File: src/rtl/trdb_pkg.sv
// Shared types and defaults for the trace packet scheduler.
//   trdb_format_e / trdb_subformat_e : packet format and subformat codes
//   trdb_sched_state_e               : scheduler sequencing states
//   BMAP_LEN_DEFAULT / RESYNC_MAX_DEFAULT : default capacities
//   pkt_branch_field                 : branch-count field encoding for a packet
package trdb_pkg;

    localparam int unsigned BMAP_LEN_DEFAULT   = 31;
    localparam logic [15:0] RESYNC_MAX_DEFAULT = 16'd1024;

    typedef enum logic [1:0] {
        F_OPT_EXT    = 2'd0,
        F_DIFF_DELTA = 2'd1,
        F_ADDR_ONLY  = 2'd2,
        F_SYNC       = 2'd3
    } trdb_format_e;

    typedef enum logic [1:0] {
        SF_START   = 2'd0,
        SF_TRAP    = 2'd1,
        SF_CONTEXT = 2'd2,
        SF_SUPPORT = 2'd3
    } trdb_subformat_e;

    typedef enum logic [2:0] {
        ST_OFF     = 3'd0,
        ST_SUPPORT = 3'd1,
        ST_START   = 3'd2,
        ST_TRACING = 3'd3,
        ST_STOP    = 3'd4
    } trdb_sched_state_e;

    // A full map in an F1 packet is signalled by a zero count.
    function automatic logic [4:0] pkt_branch_field(input trdb_format_e fmt,
                                                    input logic [4:0]   cnt,
                                                    input logic         full);
        logic [4:0] field;
        if ((fmt == F_DIFF_DELTA) && full) begin
            field = 5'd0;
        end else begin
            field = cnt;
        end
        return field;
    endfunction

endpackage

File: src/rtl/trdb_branch_map.sv
// Branch map: records the taken/not-taken outcome of conditional branches.
//   clk_i, rst_ni : clock, asynchronous active-low reset
//   clear_i       : empty the map (applied before any shift in the same cycle)
//   shift_i       : record one branch; taken_i gives its outcome
//   count_nx_o    : entry count after this cycle's clear/shift
//   map_nx_o      : map contents after this cycle's clear/shift (1 = not taken)
//   full_nx_o     : map holds BMAP_LEN entries after this cycle
module trdb_branch_map
    import trdb_pkg::*;
#(
    parameter int unsigned BMAP_LEN = BMAP_LEN_DEFAULT
) (
    input  logic                clk_i,
    input  logic                rst_ni,
    input  logic                clear_i,
    input  logic                shift_i,
    input  logic                taken_i,
    output logic [4:0]          count_nx_o,
    output logic [BMAP_LEN-1:0] map_nx_o,
    output logic                full_nx_o
);

    localparam logic [4:0] BMAP_LEN_C = 5'(BMAP_LEN);

    logic [4:0]          count_q, count_d;
    logic [BMAP_LEN-1:0] map_q,   map_d;

    // Next map: clear first so a branch in the clearing cycle lands at bit 0.
    always_comb begin
        count_d = count_q;
        map_d   = map_q;
        if (clear_i) begin
            count_d = 5'd0;
            map_d   = {BMAP_LEN{1'b0}};
        end else begin
            count_d = count_q;
            map_d   = map_q;
        end
        if (shift_i && (count_d < BMAP_LEN_C)) begin
            map_d[count_d] = ~taken_i;
            count_d        = count_d + 5'd1;
        end else begin
            count_d = count_d;
        end
    end

    // Map state registers.
    always_ff @(posedge clk_i or negedge rst_ni) begin
        if (!rst_ni) begin
            count_q <= 5'd0;
            map_q   <= {BMAP_LEN{1'b0}};
        end else begin
            count_q <= count_d;
            map_q   <= map_d;
        end
    end

    assign count_nx_o = count_d;
    assign map_nx_o   = map_d;
    assign full_nx_o  = (count_d == BMAP_LEN_C);

endmodule

File: src/rtl/trdb_packet_scheduler.sv
// Trace packet scheduler: decides per retired instruction whether a packet is
// due, and with which format/subformat, then offers it to the emitter.
//   clk_i, rst_ni        : clock, asynchronous active-low reset
//   trace_enable_i       : encoder enable level
//   inst_valid_i, iaddr_i, is_branch_i, branch_taken_i, exception_i,
//   updiscon_i, privchange_i : retirement event (held while stall_o=1)
//   pkt_ready_i          : emitter accepts the request
//   pkt_valid_o, pkt_format_o, pkt_subformat_o, pkt_iaddr_o,
//   branches_o, branch_map_o : registered packet request
//   stall_o              : request pending and not accepted this cycle
module trdb_packet_scheduler
    import trdb_pkg::*;
#(
    parameter logic [15:0] RESYNC_MAX = RESYNC_MAX_DEFAULT,
    parameter int unsigned BMAP_LEN   = BMAP_LEN_DEFAULT,
    parameter int unsigned XLEN       = 32
) (
    input  logic                clk_i,
    input  logic                rst_ni,
    input  logic                trace_enable_i,
    input  logic                inst_valid_i,
    input  logic [XLEN-1:0]     iaddr_i,
    input  logic                is_branch_i,
    input  logic                branch_taken_i,
    input  logic                exception_i,
    input  logic                updiscon_i,
    input  logic                privchange_i,
    input  logic                pkt_ready_i,
    output logic                pkt_valid_o,
    output trdb_format_e        pkt_format_o,
    output trdb_subformat_e     pkt_subformat_o,
    output logic [XLEN-1:0]     pkt_iaddr_o,
    output logic [4:0]          branches_o,
    output logic [BMAP_LEN-1:0] branch_map_o,
    output logic                stall_o
);

    localparam logic [15:0] RESYNC_LAST = RESYNC_MAX - 16'd1;

    trdb_sched_state_e   state_q, state_d;
    logic                pkt_valid_q, pkt_valid_d;
    trdb_format_e        pkt_format_q, pkt_format_d;
    trdb_subformat_e     pkt_subformat_q, pkt_subformat_d;
    logic [XLEN-1:0]     pkt_iaddr_q, pkt_iaddr_d;
    logic [4:0]          branches_q, branches_d;
    logic [BMAP_LEN-1:0] bmap_q, bmap_d;
    logic [15:0]         resync_q, resync_d;
    logic [XLEN-1:0]     last_iaddr_q, last_iaddr_d;
    logic                seen_q, seen_d;

    logic                accept_s, free_s, retire_s, record_s, sync_accept_s;
    logic [15:0]         resync_base_s;
    logic                resync_due_s;
    logic                issue_s;
    trdb_format_e        fmt_s;
    trdb_subformat_e     sub_s;
    logic [XLEN-1:0]     addr_s;
    logic [4:0]          cnt_nx_s;
    logic [BMAP_LEN-1:0] map_nx_s;
    logic                full_nx_s;

    assign accept_s = pkt_valid_q & pkt_ready_i;
    // The request slot is usable when empty or being emptied this cycle.
    assign free_s   = ~pkt_valid_q | pkt_ready_i;
    assign stall_o  = pkt_valid_q & ~pkt_ready_i;
    assign retire_s = inst_valid_i & free_s & trace_enable_i &
                      ((state_q == ST_START) | (state_q == ST_TRACING));
    assign record_s = retire_s & is_branch_i & (state_q == ST_TRACING);
    assign sync_accept_s = accept_s & (pkt_format_q == F_SYNC) &
                           ((pkt_subformat_q == SF_START) | (pkt_subformat_q == SF_TRAP));

    trdb_branch_map #(.BMAP_LEN(BMAP_LEN)) u_bmap (
        .clk_i      (clk_i),
        .rst_ni     (rst_ni),
        .clear_i    (accept_s),
        .shift_i    (record_s),
        .taken_i    (branch_taken_i),
        .count_nx_o (cnt_nx_s),
        .map_nx_o   (map_nx_s),
        .full_nx_o  (full_nx_s)
    );

    // Resync counter: a retirement in the clearing cycle counts from zero.
    always_comb begin
        resync_base_s = resync_q;
        if (sync_accept_s) begin
            resync_base_s = 16'd0;
        end else begin
            resync_base_s = resync_q;
        end
        resync_due_s = (resync_base_s == RESYNC_LAST);
        if (retire_s && !resync_due_s) begin
            resync_d = resync_base_s + 16'd1;
        end else begin
            resync_d = resync_base_s;
        end
    end

    // Sequencing FSM and packet selection; acts only when the slot is free.
    always_comb begin
        state_d      = state_q;
        issue_s      = 1'b0;
        fmt_s        = F_OPT_EXT;
        sub_s        = SF_START;
        addr_s       = {XLEN{1'b0}};
        last_iaddr_d = last_iaddr_q;
        seen_d       = seen_q;
        if (free_s) begin
            case (state_q)
                ST_OFF: begin
                    if (trace_enable_i) begin
                        state_d = ST_SUPPORT;
                    end else begin
                        state_d = ST_OFF;
                    end
                end
                ST_SUPPORT: begin
                    issue_s = 1'b1;
                    fmt_s   = F_SYNC;
                    sub_s   = SF_SUPPORT;
                    state_d = ST_START;
                end
                ST_START: begin
                    if (!trace_enable_i) begin
                        state_d = ST_OFF;
                    end else if (retire_s) begin
                        issue_s      = 1'b1;
                        fmt_s        = F_SYNC;
                        sub_s        = SF_START;
                        addr_s       = iaddr_i;
                        last_iaddr_d = iaddr_i;
                        seen_d       = 1'b0;
                        state_d      = ST_TRACING;
                    end else begin
                        state_d = ST_START;
                    end
                end
                ST_TRACING: begin
                    if (!trace_enable_i) begin
                        state_d = ST_STOP;
                    end else if (retire_s) begin
                        last_iaddr_d = iaddr_i;
                        seen_d       = 1'b1;
                        addr_s       = iaddr_i;
                        if (exception_i) begin
                            issue_s = 1'b1;
                            fmt_s   = F_SYNC;
                            sub_s   = SF_TRAP;
                        end else if (privchange_i || resync_due_s) begin
                            issue_s = 1'b1;
                            fmt_s   = F_SYNC;
                            sub_s   = SF_START;
                        end else if (updiscon_i) begin
                            issue_s = 1'b1;
                            if (cnt_nx_s != 5'd0) begin
                                fmt_s = F_DIFF_DELTA;
                            end else begin
                                fmt_s = F_ADDR_ONLY;
                            end
                        end else if (full_nx_s) begin
                            issue_s = 1'b1;
                            fmt_s   = F_DIFF_DELTA;
                        end else begin
                            issue_s = 1'b0;
                        end
                    end else begin
                        state_d = ST_TRACING;
                    end
                end
                ST_STOP: begin
                    // Nothing retired since the sync packet: nothing to flush.
                    if (seen_q) begin
                        issue_s = 1'b1;
                        addr_s  = last_iaddr_q;
                        if (cnt_nx_s != 5'd0) begin
                            fmt_s = F_DIFF_DELTA;
                        end else begin
                            fmt_s = F_ADDR_ONLY;
                        end
                    end else begin
                        issue_s = 1'b0;
                    end
                    seen_d  = 1'b0;
                    state_d = ST_OFF;
                end
                default: begin
                    state_d = ST_OFF;
                end
            endcase
        end else begin
            state_d = state_q;
        end
    end

    // Request register: load on issue, otherwise hold until accepted.
    always_comb begin
        pkt_valid_d     = pkt_valid_q & ~pkt_ready_i;
        pkt_format_d    = pkt_format_q;
        pkt_subformat_d = pkt_subformat_q;
        pkt_iaddr_d     = pkt_iaddr_q;
        branches_d      = branches_q;
        bmap_d          = bmap_q;
        if (issue_s) begin
            pkt_valid_d     = 1'b1;
            pkt_format_d    = fmt_s;
            pkt_subformat_d = sub_s;
            pkt_iaddr_d     = addr_s;
            branches_d      = pkt_branch_field(fmt_s, cnt_nx_s, full_nx_s);
            bmap_d          = map_nx_s;
        end else begin
            pkt_valid_d = pkt_valid_q & ~pkt_ready_i;
        end
    end

    // State and request registers.
    always_ff @(posedge clk_i or negedge rst_ni) begin
        if (!rst_ni) begin
            state_q         <= ST_OFF;
            pkt_valid_q     <= 1'b0;
            pkt_format_q    <= F_OPT_EXT;
            pkt_subformat_q <= SF_START;
            pkt_iaddr_q     <= {XLEN{1'b0}};
            branches_q      <= 5'd0;
            bmap_q          <= {BMAP_LEN{1'b0}};
            resync_q        <= 16'd0;
            last_iaddr_q    <= {XLEN{1'b0}};
            seen_q          <= 1'b0;
        end else begin
            state_q         <= state_d;
            pkt_valid_q     <= pkt_valid_d;
            pkt_format_q    <= pkt_format_d;
            pkt_subformat_q <= pkt_subformat_d;
            pkt_iaddr_q     <= pkt_iaddr_d;
            branches_q      <= branches_d;
            bmap_q          <= bmap_d;
            resync_q        <= resync_d;
            last_iaddr_q    <= last_iaddr_d;
            seen_q          <= seen_d;
        end
    end

    assign pkt_valid_o     = pkt_valid_q;
    assign pkt_format_o    = pkt_format_q;
    assign pkt_subformat_o = pkt_subformat_q;
    assign pkt_iaddr_o     = pkt_iaddr_q;
    assign branches_o      = branches_q;
    assign branch_map_o    = bmap_q;

endmodule

File: config.mk
export PLATFORM = sky130hd
export DESIGN_NAME = trdb_packet_scheduler
export DESIGN_NICKNAME = d
export VERILOG_FILES = /design/src/rtl/trdb_pkg.sv /design/src/rtl/trdb_branch_map.sv /design/src/rtl/trdb_packet_scheduler.sv
export SDC_FILE = /design/constraint.sdc
export NUM_CORES = 1
export LEC_CHECK = 0
export CORE_ASPECT_RATIO = 0.9
export CORE_MARGIN = 5
export CORE_UTILIZATION = 30
export CTS_BUF_LIST = sky130_fd_sc_hd__clkbuf_4 sky130_fd_sc_hd__clkbuf_8
export CTS_CLUSTER_DIAMETER = 200
export DETAILED_ROUTE_END_ITERATION = 6
export GPL_TIMING_DRIVEN = 0
export PLACE_DENSITY = 0.53
export SYNTH_ARGS = -nofsm -noshare
export SYNTH_HDL_FRONTEND = slang
export SYNTH_SLANG_ARGS = --single-unit
File: constraint.sdc
create_clock -name clk_i -period 6.6 [get_ports clk_i]
set_clock_uncertainty 0.2 [all_clocks]
set_input_delay 0.66 -clock clk_i [delete_from_list [all_inputs] [get_ports clk_i]]
set_output_delay 0.66 -clock clk_i [all_outputs]
set_load 0.005 [all_outputs]
; Word-level counts from Yosys, hierarchy flattened
; Cells that the tools add are included.
; Widths: inputs -> output; s select.
[word_totals]
reg_bits = 161
[op_classes]
addsub = 2
magnitude_cmp = 3
eq_ne = 14
mux = 55
bitwise_logic = 15
n_reduce_logical = 14
[ops]
columns = operator, count
row1 = $mux 32, 4
row2 = $pmux 32 s2, 1
row3 = $mux 31, 2
row4 = $mux 16, 2
row5 = $bwmux 31, 1
row6 = $mux 2, 12
row7 = $mux 1, 22
row8 = $add 16x1->16 const B, 1
row9 = $eq 16x10->1 const B, 1
row10 = $mux 5, 3
row11 = $pmux 3 s4, 1
row12 = $and 1x1->1, 9
row13 = $ne 2x2->1 const B, 4
row14 = $pmux 2 s4, 1
row15 = $eq 3x2->1 const B, 2
row16 = $lt 5x6->1 const B, 1
row17 = $mux 3, 2
row18 = $reduce_and 6->1, 1
row19 = $add 5x1->5 const B, 1
row20 = $demux 1 s5, 1
row21 = $eq 5x5->1 const B, 1
row22 = $ge 5x1->1 const B, 1
row23 = $lt 5x5->1 const B, 1
row24 = $reduce_bool 5->1, 1
row25 = other kinds (19), 27

; Logic depth before layout (Yosys ltp)
; Gate-level depths: netlist of run 1.
[depth]
ltp_word = 21
mapped_depth = 12
ltp_nobuf = 11

; Hierarchy
; From an unflattened synthesis of run 1, not the netlist that was laid out.
[hier_totals]
hier_cells = 715
hier_area_um2 = 7252.0
[by_module_without_submodules]
columns = module, instances, cells_per_inst, area_each_um2, seq_area_each_um2
row1 = trdb_packet_scheduler, 1, 528, 5400.2, 3128.0
row2 = trdb_branch_map, 1, 187, 1851.8, 900.9

; Worst setup path after synthesis of run 1
; OpenSTA, ideal clock, no wires.
[synth_timing]
kind = input port to flip-flop
startpoint = input port pkt_ready_i
endpoint = register bmap_q[12] (netlist: branch_map_o[12])
setup_ns = 0.128
arrival_time_ns = 2.883
path_slack_ns = 3.389
stages = 12
n_path_buf = 2
cell_sequence = nand2_1 -> clkbuf_1 -> nand2_1 -> inv_1 -> ha_1 -> or3_1 -> a211oi_1 -> o22ai_2 -> o21ai_4 -> nand2_4 -> buf_6 -> mux2_1
[synth_via]
elab_chain_cells = 17
word_cells_on_any_way = 36
cone_classes = add/sub: 1 / order compare: 3 / eq/ne: 2 / mux: 18 / bitwise: 9 / reduce/logical: 3
[synth_lines]
columns = item, line_no
row1 = "start, declared", trdb_packet_scheduler.sv:28  ; input logic pkt_ready_i,
row2 = $or 1x1->1, trdb_packet_scheduler.sv:64  ; assign free_s = ~pkt_valid_q | pkt_ready_i;
row3 = $and 1x1->1 (3 in a row), trdb_packet_scheduler.sv:66  ; assign retire_s = inst_valid_i & free_s & trace_enable_i &
row4 = $and 1x1->1 (2 in a row), trdb_packet_scheduler.sv:68  ; assign record_s = retire_s & is_branch_i & (state_q == ST_TRACING);
row5 = $logic_and 1x1->1, trdb_branch_map.sv:39  ; if (shift_i && (count_d < BMAP_LEN_C)) begin
row6 = $mux 5, trdb_branch_map.sv:39
row7 = $eq 5x5->1, trdb_branch_map.sv:60  ; assign full_nx_o = (count_d == BMAP_LEN_C);
row8 = $mux 1, trdb_packet_scheduler.sv:160  ; end else if (full_nx_s) begin
row9 = $mux 1, trdb_packet_scheduler.sv:153  ; end else if (updiscon_i) begin
row10 = $mux 1, trdb_packet_scheduler.sv:149  ; end else if (privchange_i || resync_due_s) begin
row11 = $mux 1, trdb_packet_scheduler.sv:145  ; if (exception_i) begin
row12 = $mux 1, trdb_packet_scheduler.sv:141  ; end else if (retire_s) begin
row13 = $mux 1, trdb_packet_scheduler.sv:139  ; if (!trace_enable_i) begin
row14 = $pmux 1 s4, trdb_packet_scheduler.sv:109  ; case (state_q)
row15 = $mux 1, trdb_packet_scheduler.sv:108  ; if (free_s) begin
row16 = "end signal, assigned", trdb_packet_scheduler.sv:224  ; bmap_q <= {BMAP_LEN{1'b0}};
row17 = "end signal, assigned", trdb_packet_scheduler.sv:235  ; bmap_q <= bmap_d;
row18 = "end, declared", trdb_packet_scheduler.sv:46  ; logic [BMAP_LEN-1:0] bmap_q, bmap_d;
; Parallel ways exist; a longest one is shown, timed or not.
; A chain may end at the register's enable or synchronous reset.

; Worst setup path after layout of run 1
[layout_timing]
startpoint = input port pkt_ready_i
endpoint = register resync_q[11]
[layout_via]
elab_chain_cells = 8
word_cells_on_any_way = 13
cone_classes = add/sub: 1 / eq/ne: 1 / mux: 2 / bitwise: 7 / reduce/logical: 2
[layout_lines]
columns = item, line_no
row1 = branches (longest 7 deep; another with $add 16x1->16), --
row2 = $mux 16 *, trdb_packet_scheduler.sv:92  ; if (retire_s && !resync_due_s) begin
row3 = via resync_d[11], trdb_packet_scheduler.sv:47  ; logic [15:0] resync_q, resync_d;
row4 = "end signal, assigned", trdb_packet_scheduler.sv:236  ; resync_q <= resync_d;
row5 = "end, declared", trdb_packet_scheduler.sv:47
; Mark *: on every way through the listed nets, which the timed path passes.

==> results of run 1 <==
==> cells in the final DEF, fill, tap and decap left out, types with 2 or more instances in the layout <==
cell	count
sky130_fd_sc_hd__clkbuf_1	23
sky130_fd_sc_hd__a21oi_1	21
sky130_fd_sc_hd__ha_1	5
sky130_fd_sc_hd__mux2_1	7
sky130_fd_sc_hd__nor2b_1	2
sky130_fd_sc_hd__buf_2	2
sky130_fd_sc_hd__and2_1	8
sky130_fd_sc_hd__clkdlybuf4s50_1	114
sky130_fd_sc_hd__inv_6	7
sky130_fd_sc_hd__mux2_4	58
sky130_fd_sc_hd__bufinv_16	2
sky130_fd_sc_hd__buf_6	7
sky130_fd_sc_hd__nand3_1	5
sky130_fd_sc_hd__o31ai_1	8
sky130_fd_sc_hd__nand3b_1	2
sky130_fd_sc_hd__clkbuf_8	18
sky130_fd_sc_hd__o21a_1	3
sky130_fd_sc_hd__inv_8	3
sky130_fd_sc_hd__dfrtp_1	161
sky130_fd_sc_hd__nor3_1	9
sky130_fd_sc_hd__xor2_1	9
sky130_fd_sc_hd__nand2b_1	9
sky130_fd_sc_hd__or3_1	12
sky130_fd_sc_hd__nor4_1	2
sky130_fd_sc_hd__nor4bb_1	2
sky130_fd_sc_hd__or2_2	3
sky130_fd_sc_hd__a211oi_1	2
sky130_fd_sc_hd__nand4_1	7
sky130_fd_sc_hd__a22o_1	22
sky130_fd_sc_hd__inv_1	9
sky130_fd_sc_hd__xnor2_1	5
sky130_fd_sc_hd__nor2_1	23
sky130_fd_sc_hd__and4_1	3
sky130_fd_sc_hd__mux2i_1	24
sky130_fd_sc_hd__o21ai_0	21
sky130_fd_sc_hd__buf_1	4
sky130_fd_sc_hd__o21bai_1	2
sky130_fd_sc_hd__nand2_1	188
==> state kept, by name, summed over array words and instances (netlist names) <==
signal	cells
pkt_format_o	2
last_iaddr_q	32
branches_o	5
resync_q	16
pkt_subformat_o	2
pkt_iaddr_o	32
u_bmap.count_q	5
seen_q	1
state_q	3
u_bmap.map_q	31
pkt_valid_o	1
branch_map_o	31
==> cells by family (layout without fill, tap and decap cells) <==
logic type                 Yosys count  in the layout  share of synthesized area, %
DFF                                161            161                          53.3
muxes                               91             91                          16.1
xor gates and xnor gates            14             14                          1.62
AOI/OAI and AO/OA                   91             91                          8.37
buffers and inverters               47            196                          3.14
and+or+nand+nor                    283            283                          16.7
adders and majority gates            5              5                         0.827
==> path summary, 6_finish.rpt <==
path                                        from               end  slack (ns)  depth (start not counted)
worst max-delay path                 pkt_ready_i      resync_q[11]        2.71                         11
worst min-delay path            last_iaddr_q[21]  last_iaddr_q[21]        0.28                          2
worst max register to register       pkt_valid_o  branch_map_o[29]        3.07                         12
worst min register to register  last_iaddr_q[21]  last_iaddr_q[21]        0.28                          2
max in group asynchronous                 rst_ni   pkt_iaddr_o[10]        4.78                          3
min in group asynchronous                 rst_ni   branch_map_o[6]        0.55                          2
==> stage by stage <==
step	worst slack (ns)	util, %
after floorplan	3.39	-
after global routing	2.40	38.4
final	2.71	38.4
after global placement	-2.35	36.6
after CTS	2.73	38.4
after detailed placement	2.25	36.7
==> critical path: stages <==
cell and delay [ns]:
sky130_fd_sc_hd__clkdlybuf4s50_1 0.59, sky130_fd_sc_hd__nand4_1 0.19, sky130_fd_sc_hd__or2_2 0.36, sky130_fd_sc_hd__and2_1 0.19
sky130_fd_sc_hd__ha_1 0.26, sky130_fd_sc_hd__nand2_1 0.11, sky130_fd_sc_hd__nor4bb_1 0.09, sky130_fd_sc_hd__a211oi_1 0.59
sky130_fd_sc_hd__nand4_1 0.42, sky130_fd_sc_hd__or3_1 0.45, sky130_fd_sc_hd__a21oi_1 0.15
==> cells in the mapped netlist, drive strengths merged, types with 3 or more instances <==
library cell,number
nand2,189
and2,9
nand3,5
or3,13
a22o,22
and4,3
dfrtp,161
nand2b,9
ha,5
buf,14
nor2,23
o21ai,22
mux2i,25
nor3,10
xor2,9
clkbuf,23
inv,10
mux2,66
xnor2,5
o21a,3
a21oi,21
o31ai,8
or2,3
nand4,7
==> metal layers <==
layer  vias up  track usage (%)  wire length [um]
met5         -                0                11
li1       2644                -                 -
met3        10             5.04              1160
met2        94             19.9              8220
met4         2             2.43               106
met1      2591             18.7              8920
==> power by group through the flow <==
stage	clock, mW	combinational (mW)	sequential (mW)
after floorplan	0	0.574	1.29
after global placement	0	0.919	1.31
after detailed placement	0	0.930	1.31
after CTS	0.811	0.935	1.30
after global routing	0.855	1.01	1.32
final	0.778	0.911	1.30
==> layout make-up <==
class | count | area, um^2
plain buffers | 37 | 198
clock buffers | 18 | 248
clock inverters | 14 | 168
fillers | 2503 | 15400
inverters | 10 | 40.0
multi-input cells | 484 | 3300
flip-flops and latches | 161 | 4030
well taps | 342 | 428
repair buffers | 117 | 1190
==> impl_metrics.toml, run 1 <==
[pwr]
finalPower_mw = 2.98
ir_drop_v = 0.000127
p_seq_share_pct = 43.4
internal-power_mw = 2.00
switching_share_pct = 32.9
p_sw_mw = 0.982
pwr_density_cell_mw_per_mm2 = 311
power.combinational.fraction_pct = 30.5
leakagePower_nw = 4.62
share_clk_of_total_power_pct = 26.1

[cells_and_area]
diodes = 0
synthToLayoutAreaGrowth_pct = 26.9
final_area_mm2 = 0.00960
layout.nets = 875
stdcell_count = 1183
drive_gt1_share_pct = 13.6

[die]
fp.dieW_um = 177
boundaryPins = 116
std_cell_rows = 55
core_area_mm2 = 0.0250
floorplan.die.height_um = 161
initial_core_util_pct = 30.3
design.die.area_mm2 = 0.0285

[worst_setup_path]
endpoint_kind = "flip-flop"
critPathLaunchType = "input port"
cp.required_ns = 6.78
path_max_fanout = 9
timing.critical_path.arrival_ns = 4.07
criticalPathCategory = "in -> reg"

[drt]
antenna_violating_nets_post_route = 0
postRouteWirelength_mm = 18.4
vias = 5341
drt_first_pass_iters = 4
wl_per_cell_um = 15.6
routed_via_density = 4.51
drc = 0
detail_route.iter0.violations = 238

[timing]
finalCritPeriodShare_pct = 59.0
setup_violations = 0
hold_ws_ns = 0.281
max_freq_mhz = 257
grt_setup_unrepaired = "false"
max_slew.worst_pin.slew_ns = 0.649
finalSetupTns_ns = 0
timing.final.crit_period_ns = 3.89
final-hold-violation-count = 0
report.final.slew_viol_count = 0
timing.max_slew.rel_slack_pct = 56.5

[global_route]
grt_antenna_before_repair = 1
gr-total-overflow = 0
grt.total_usage_pct = 13.3
grt_pass1_vias = 5380
maximum_number_of_pins_on_one_net_before_global_route_repair = 95
grt_first_pass_wirelength_mm = 30.0

[cts]
ctsRootBufferMaster = "sky130_fd_sc_hd__clkbuf_8"
clkLatencyLatePin_ns = 0.45
postCtsHoldBufs = 1
clock_tree_from_tritoncts = "built"
post_cts.repair.setup_buffers = 0
clkSlewWorstSetupHoldPaths_ns = 0.09
cts_repair_resize_count = 0
clock_sinks = 161
numCtsBuffers = 17
ctsLongestPathBuffers = 2
htree_num_levels = 4

[logic_synthesis]
yosys_warnings = 0
postSynthCellCount = 692
synth_enable_flop_cells = 0
synthDistinctLibCells = 57
dominantRegCellSynth = "sky130_fd_sc_hd__dfrtp_1"
number_of_nets_produced_by_synthesis = 739
synth.area.top_cells = "sky130_fd_sc_hd__dfrtp_1 53%, sky130_fd_sc_hd__mux2_4 12%, sky130_fd_sc_hd__nand2_1 9.3%"
synth_seq_area_share_pct = 53.3
syn-mean-instance-area_um2 = 10.9
asyncSetResetFlopFracSynth_pct = 100
synth.top_cell.area_share_pct = 53.3
synth-seq-cells = 161
netlist_area_mm2 = 0.00756
synth_top_area_cell = "sky130_fd_sc_hd__dfrtp_1"

[placement]
placement.io_buffers = 115
placement.cell_area_mm2 = 0.00917
dp.cells = 1150
dp_hpwl_mm = 12.9
gpl.final_weighted_congestion = 0.802

[worst_hold_path]
hold_path_class = "reg -> reg"

[run_status]
outcome = "finished clean"

[run]
max_cap_violations = 0
No activity file was read; power rests on OpenSTA's default activity.
==> run 2: changes to the inputs <==
Clock period 6.6 ns to 3.8 ns, I/O delays scaled along.
==> impl_metrics.toml, run 2 (synthesis gave the netlist of run 1 again) <==
[run_status]
outcome = "finished clean"

[worst_setup_path]
timing.critical_path.arrival_ns = 3.63
critPathLaunchType = "input port"
cp.required_ns = 3.93
endpoint_kind = "flip-flop"
path_max_fanout = 12
criticalPathCategory = "in -> reg"

[cts]
htree_num_levels = 4
clkLatencyLatePin_ns = 0.45
clkSlewWorstSetupHoldPaths_ns = 0.10
ctsRootBufferMaster = "sky130_fd_sc_hd__clkbuf_8"
post_cts.repair.setup_buffers = 0
numCtsBuffers = 17
clock_tree_from_tritoncts = "built"
ctsLongestPathBuffers = 2
clock_sinks = 161

[die]
floorplan.die.height_um = 161
design.die.area_mm2 = 0.0285
boundaryPins = 116
std_cell_rows = 55
core_area_mm2 = 0.0250
fp.dieW_um = 177
initial_core_util_pct = 30.3

[global_route]
gr-total-overflow = 0
grt_pass1_vias = 5380
grt_first_pass_wirelength_mm = 30.0
grt_antenna_before_repair = 1
maximum_number_of_pins_on_one_net_before_global_route_repair = 95
grt.total_usage_pct = 13.3

[drt]
detail_route.iter0.violations = 258
routed_via_density = 4.50
postRouteWirelength_mm = 18.4
antenna_violating_nets_post_route = 0
vias = 5321
drc = 0
drt_first_pass_iters = 4
wl_per_cell_um = 15.6

[cells_and_area]
final_core_utilization_pct = 38.4
diodes = 0
synthToLayoutAreaGrowth_pct = 27.0
final_area_mm2 = 0.00960
layout.nets = 874
drive_gt1_share_pct = 13.7
commonest_non_fill_non_tap_cell_in_the_layout = "sky130_fd_sc_hd__nand2_1"
most-common-layout-cells = "188 x sky130_fd_sc_hd__nand2_1, 161 x sky130_fd_sc_hd__dfrtp_1, 114 x sky130_fd_sc_hd__clkdlybuf4s50_1, 58 x sky130_fd_sc_hd__mux2_4, 24 x sky130_fd_sc_hd__mux2i_1"

[pwr]
leakagePower_nw = 4.62
pwr_density_cell_mw_per_mm2 = 539
finalPower_mw = 5.18
ir_drop_v = 0.000221

[timing]
setup_violations = 0
finalCritPeriodShare_pct = 92.2
max_freq_mhz = 285
final-hold-violation-count = 0
hold_ws_ns = 0.266
max_slew.worst_pin.slew_ns = 0.607
timing.final.crit_period_ns = 3.50
report.final.slew_viol_count = 0
grt_setup_unrepaired = "false"
timing.max_slew.rel_slack_pct = 59.5

[placement]
placement.cell_area_mm2 = 0.00917
placement.io_buffers = 115
dp_hpwl_mm = 12.9
gpl.final_weighted_congestion = 0.802

[worst_hold_path]
hold_path_class = "in -> async"

[run]
max_cap_violations = 0
## run 2: cell count changes in the layout (fill, tap and decap cells not counted)
cell,previous run,this run
sky130_fd_sc_hd__clkbuf_1,23,22
sky130_fd_sc_hd__a211oi_2,0,1
sky130_fd_sc_hd__a211oi_1,2,1
## run 2: through the flow
stage	TNS [ns]	instances	setup WS, ns
6_report	0	1182	0.296
5_1_grt	0	1182	0.114
4_1_cts	0	1183	0.213
3_5_place_dp	-14.99	1150	-0.267
3_3_place_gp	-796.40	1149	-4.87
2_1_floorplan	0	692	0.832
## run 2: area by class of cell
| type | count | area [um^2] |
|---|---|---|
| clock inverter | 14 | 168 |
| multi-input combinational | 484 | 3300 |
| inverter | 10 | 40.0 |
| tap | 342 | 428 |
| buffer | 36 | 194 |
| clock buffer | 18 | 248 |
| fill | 2502 | 15400 |
| sequential | 161 | 4030 |
| timing repair buffer | 117 | 1190 |
## run 2: path summary, 6_finish.rpt
path                                     to             start  slack, ns  cells after the start
max in group asynchronous   pkt_iaddr_o[10]            rst_ni       2.26                      3
min in group clk_i         last_iaddr_q[13]       iaddr_i[13]       0.28                      3
min reg2reg                last_iaddr_q[30]  last_iaddr_q[30]       0.28                      2
max                        branch_map_o[29]       pkt_ready_i       0.30                     12
min                         branch_map_o[6]            rst_ni       0.27                      2
max reg2reg                branch_map_o[29]       pkt_valid_o       0.38                     11
## run 2: critical path, stage by stage
cell	delay, ns
sky130_fd_sc_hd__clkdlybuf4s50_1	0.59
sky130_fd_sc_hd__nand2_1	0.31
sky130_fd_sc_hd__nand2_1	0.25
sky130_fd_sc_hd__inv_1	0.11
sky130_fd_sc_hd__ha_1	0.26
sky130_fd_sc_hd__or3_1	0.35
sky130_fd_sc_hd__a211oi_1	0.29
sky130_fd_sc_hd__o22ai_2	0.18
sky130_fd_sc_hd__o21ai_4	0.22
sky130_fd_sc_hd__nand2_4	0.17
sky130_fd_sc_hd__buf_6	0.21
sky130_fd_sc_hd__mux2_1	0.32
## run 2: where the power goes
part	leakage, nW	internal, mW	switching, mW
logic	2.24	0.805	0.775
registers	2.17	2.04	0.208
clock network	0.212	0.629	0.720
total	4.62	3.48	1.70
## run 2: what timing repair did
action / 4_1_cts / 5_1_grt
endpoints found under the hold margin: 67 / 0
setup endpoints to repair: 0 / 11
resized for setup: 0 / 1
hold buffers: 1 / 0
## run 2: per-layer routing
| metal | GRT usage [%] | part of all wire, % |
|---|---|---|
| met5 | 0 | 0.060 |
| met2 | 19.9 | 45 |
| met1 | 18.7 | 49 |
| met3 | 5.04 | 6.3 |
| met4 | 2.43 | 0.52 |
==> run 3: changes to the inputs <==
Settings changed: SKIP_CTS_REPAIR_TIMING set to 1.
==> impl_metrics.toml, run 3 (synthesis gave the netlist of run 1 again) <==
[worst_setup_path]
critPathLaunchType = "input port"
timing.critical_path.arrival_ns = 3.64
path_max_fanout = 12
cp.required_ns = 3.93
endpoint_kind = "flip-flop"
criticalPathCategory = "in -> reg"

[pwr]
pwr_density_cell_mw_per_mm2 = 540
leakagePower_nw = 4.62
ir_drop_v = 0.000222
finalPower_mw = 5.18

[drt]
wl_per_cell_um = 15.6
routed_via_density = 4.50
detail_route.iter0.violations = 268
vias = 5321
m1WireLength_mm = 8.90
postRouteWirelength_mm = 18.4
met2_wirelength_mm = 8.22
antenna_violating_nets_post_route = 0
drc = 0
drt_first_pass_iters = 4
topRoutingLayerUsed = "met5"
metal3_wl_mm = 1.22

[cts]
ctsLongestPathBuffers = 2
numCtsBuffers = 17
clkSlewWorstSetupHoldPaths_ns = 0.10
clkLatencyLatePin_ns = 0.45
htree_num_levels = 4
ctsRootBufferMaster = "sky130_fd_sc_hd__clkbuf_8"
clock_tree_from_tritoncts = "built"
clock_sinks = 161

[timing]
grt_setup_unrepaired = "false"
report.final.slew_viol_count = 0
hold_ws_ns = 0.265
final-hold-violation-count = 0
max_slew.worst_pin.slew_ns = 0.598
setup_violations = 0
timing.max_slew.rel_slack_pct = 60.1
timing.final.crit_period_ns = 3.51
finalCritPeriodShare_pct = 92.3
max_freq_mhz = 285

[die]
floorplan.die.height_um = 161
core_area_mm2 = 0.0250
boundaryPins = 116
std_cell_rows = 55
design.die.area_mm2 = 0.0285
fp.dieW_um = 177
initial_core_util_pct = 30.3

[global_route]
grt_pass1_vias = 5380
gr-total-overflow = 0
grt.total_usage_pct = 13.3
maximum_number_of_pins_on_one_net_before_global_route_repair = 95
grt_antenna_before_repair = 1
grt_first_pass_wirelength_mm = 30.0

[cells_and_area]
filler_cell_count = 2502
most-common-layout-cells = "188 x sky130_fd_sc_hd__nand2_1, 161 x sky130_fd_sc_hd__dfrtp_1, 114 x sky130_fd_sc_hd__clkdlybuf4s50_1, 58 x sky130_fd_sc_hd__mux2_4, 24 x sky130_fd_sc_hd__mux2i_1"
final_core_utilization_pct = 38.4
diodes = 0
commonest_non_fill_non_tap_cell_in_the_layout = "sky130_fd_sc_hd__nand2_1"
layout.nets = 874
area_of_the_multi_input_gates_mm2 = 0.00330
synthToLayoutAreaGrowth_pct = 27.0
sequential_cell_area_in_the_final_layout_mm2 = 0.00403
drive_gt1_share_pct = 13.7

[run]
max_cap_violations = 0

[placement]
placement.io_buffers = 115
gpl.final_weighted_congestion = 0.802
dp_hpwl_mm = 12.9

[run_status]
outcome = "finished clean"

[worst_hold_path]
hold_path_class = "in -> async"
==> run 3: metal layers <==
metal	vias up	global-route usage [%]
met1	2570	18.7
met3	8	5.06
li1	2642	-
met4	2	2.43
met2	99	19.9
met5	-	0
==> run 3: worst max-delay path: stages <==
cell and delay (ns):
sky130_fd_sc_hd__clkdlybuf4s50_1 0.59, sky130_fd_sc_hd__nand2_1 0.31, sky130_fd_sc_hd__nand2_1 0.25, sky130_fd_sc_hd__inv_1 0.11, sky130_fd_sc_hd__ha_1 0.26, sky130_fd_sc_hd__or3_1 0.35
sky130_fd_sc_hd__a211oi_1 0.29, sky130_fd_sc_hd__o22ai_2 0.18, sky130_fd_sc_hd__o21ai_4 0.22, sky130_fd_sc_hd__nand2_4 0.17, sky130_fd_sc_hd__buf_6 0.21, sky130_fd_sc_hd__mux2_1 0.32
==> run 3: final timing paths <==
kind | slack, ns | cells after the start | startpoint | to
min in group clk_i | 0.28 | 3 | iaddr_i[13] | last_iaddr_q[13]
setup / recovery | 0.29 | 12 | pkt_ready_i | branch_map_o[29]
hold / removal | 0.27 | 2 | rst_ni | branch_map_o[6]
setup reg to reg | 0.37 | 11 | pkt_valid_o | branch_map_o[29]
hold reg to reg | 0.28 | 2 | last_iaddr_q[30] | last_iaddr_q[30]
max in group asynchronous | 2.26 | 3 | rst_ni | pkt_iaddr_o[10]
==> run 3: through the flow <==
stage	cell area, um^2	instances	setup TNS (ns)	worst slack, ns
3_3_place_gp	9140	1149	-796.40	-4.87
3_5_place_dp	9170	1150	-14.99	-0.267
6_report	9600	1182	0	0.292
5_1_grt	9600	1182	0	0.114
4_1_cts	9590	1182	0	0.213
2_1_floorplan	7560	692	0	0.832
==> run 3: layout make-up <==
type	count	area share, %
Sequential cell	161	42.0
Multi-Input combinational cell	484	34.4
Timing Repair Buffer	117	12.4
Tap cell	342	4.46
Clock buffer	18	2.58
Buffer	36	2.02
Clock inverter	14	1.75
Inverter	10	0.417
==> run 3: power by group <==
| group | internal (mW) | total, mW | switching, mW | leakage, nW |
|---|---|---|---|---|
| combinational | 0.805 | 1.58 | 0.774 | 2.24 |
| sequential | 2.04 | 2.25 | 0.208 | 2.17 |
| clock | 0.629 | 1.35 | 0.720 | 0.212 |
| total | 3.48 | 5.18 | 1.70 | 4.62 |
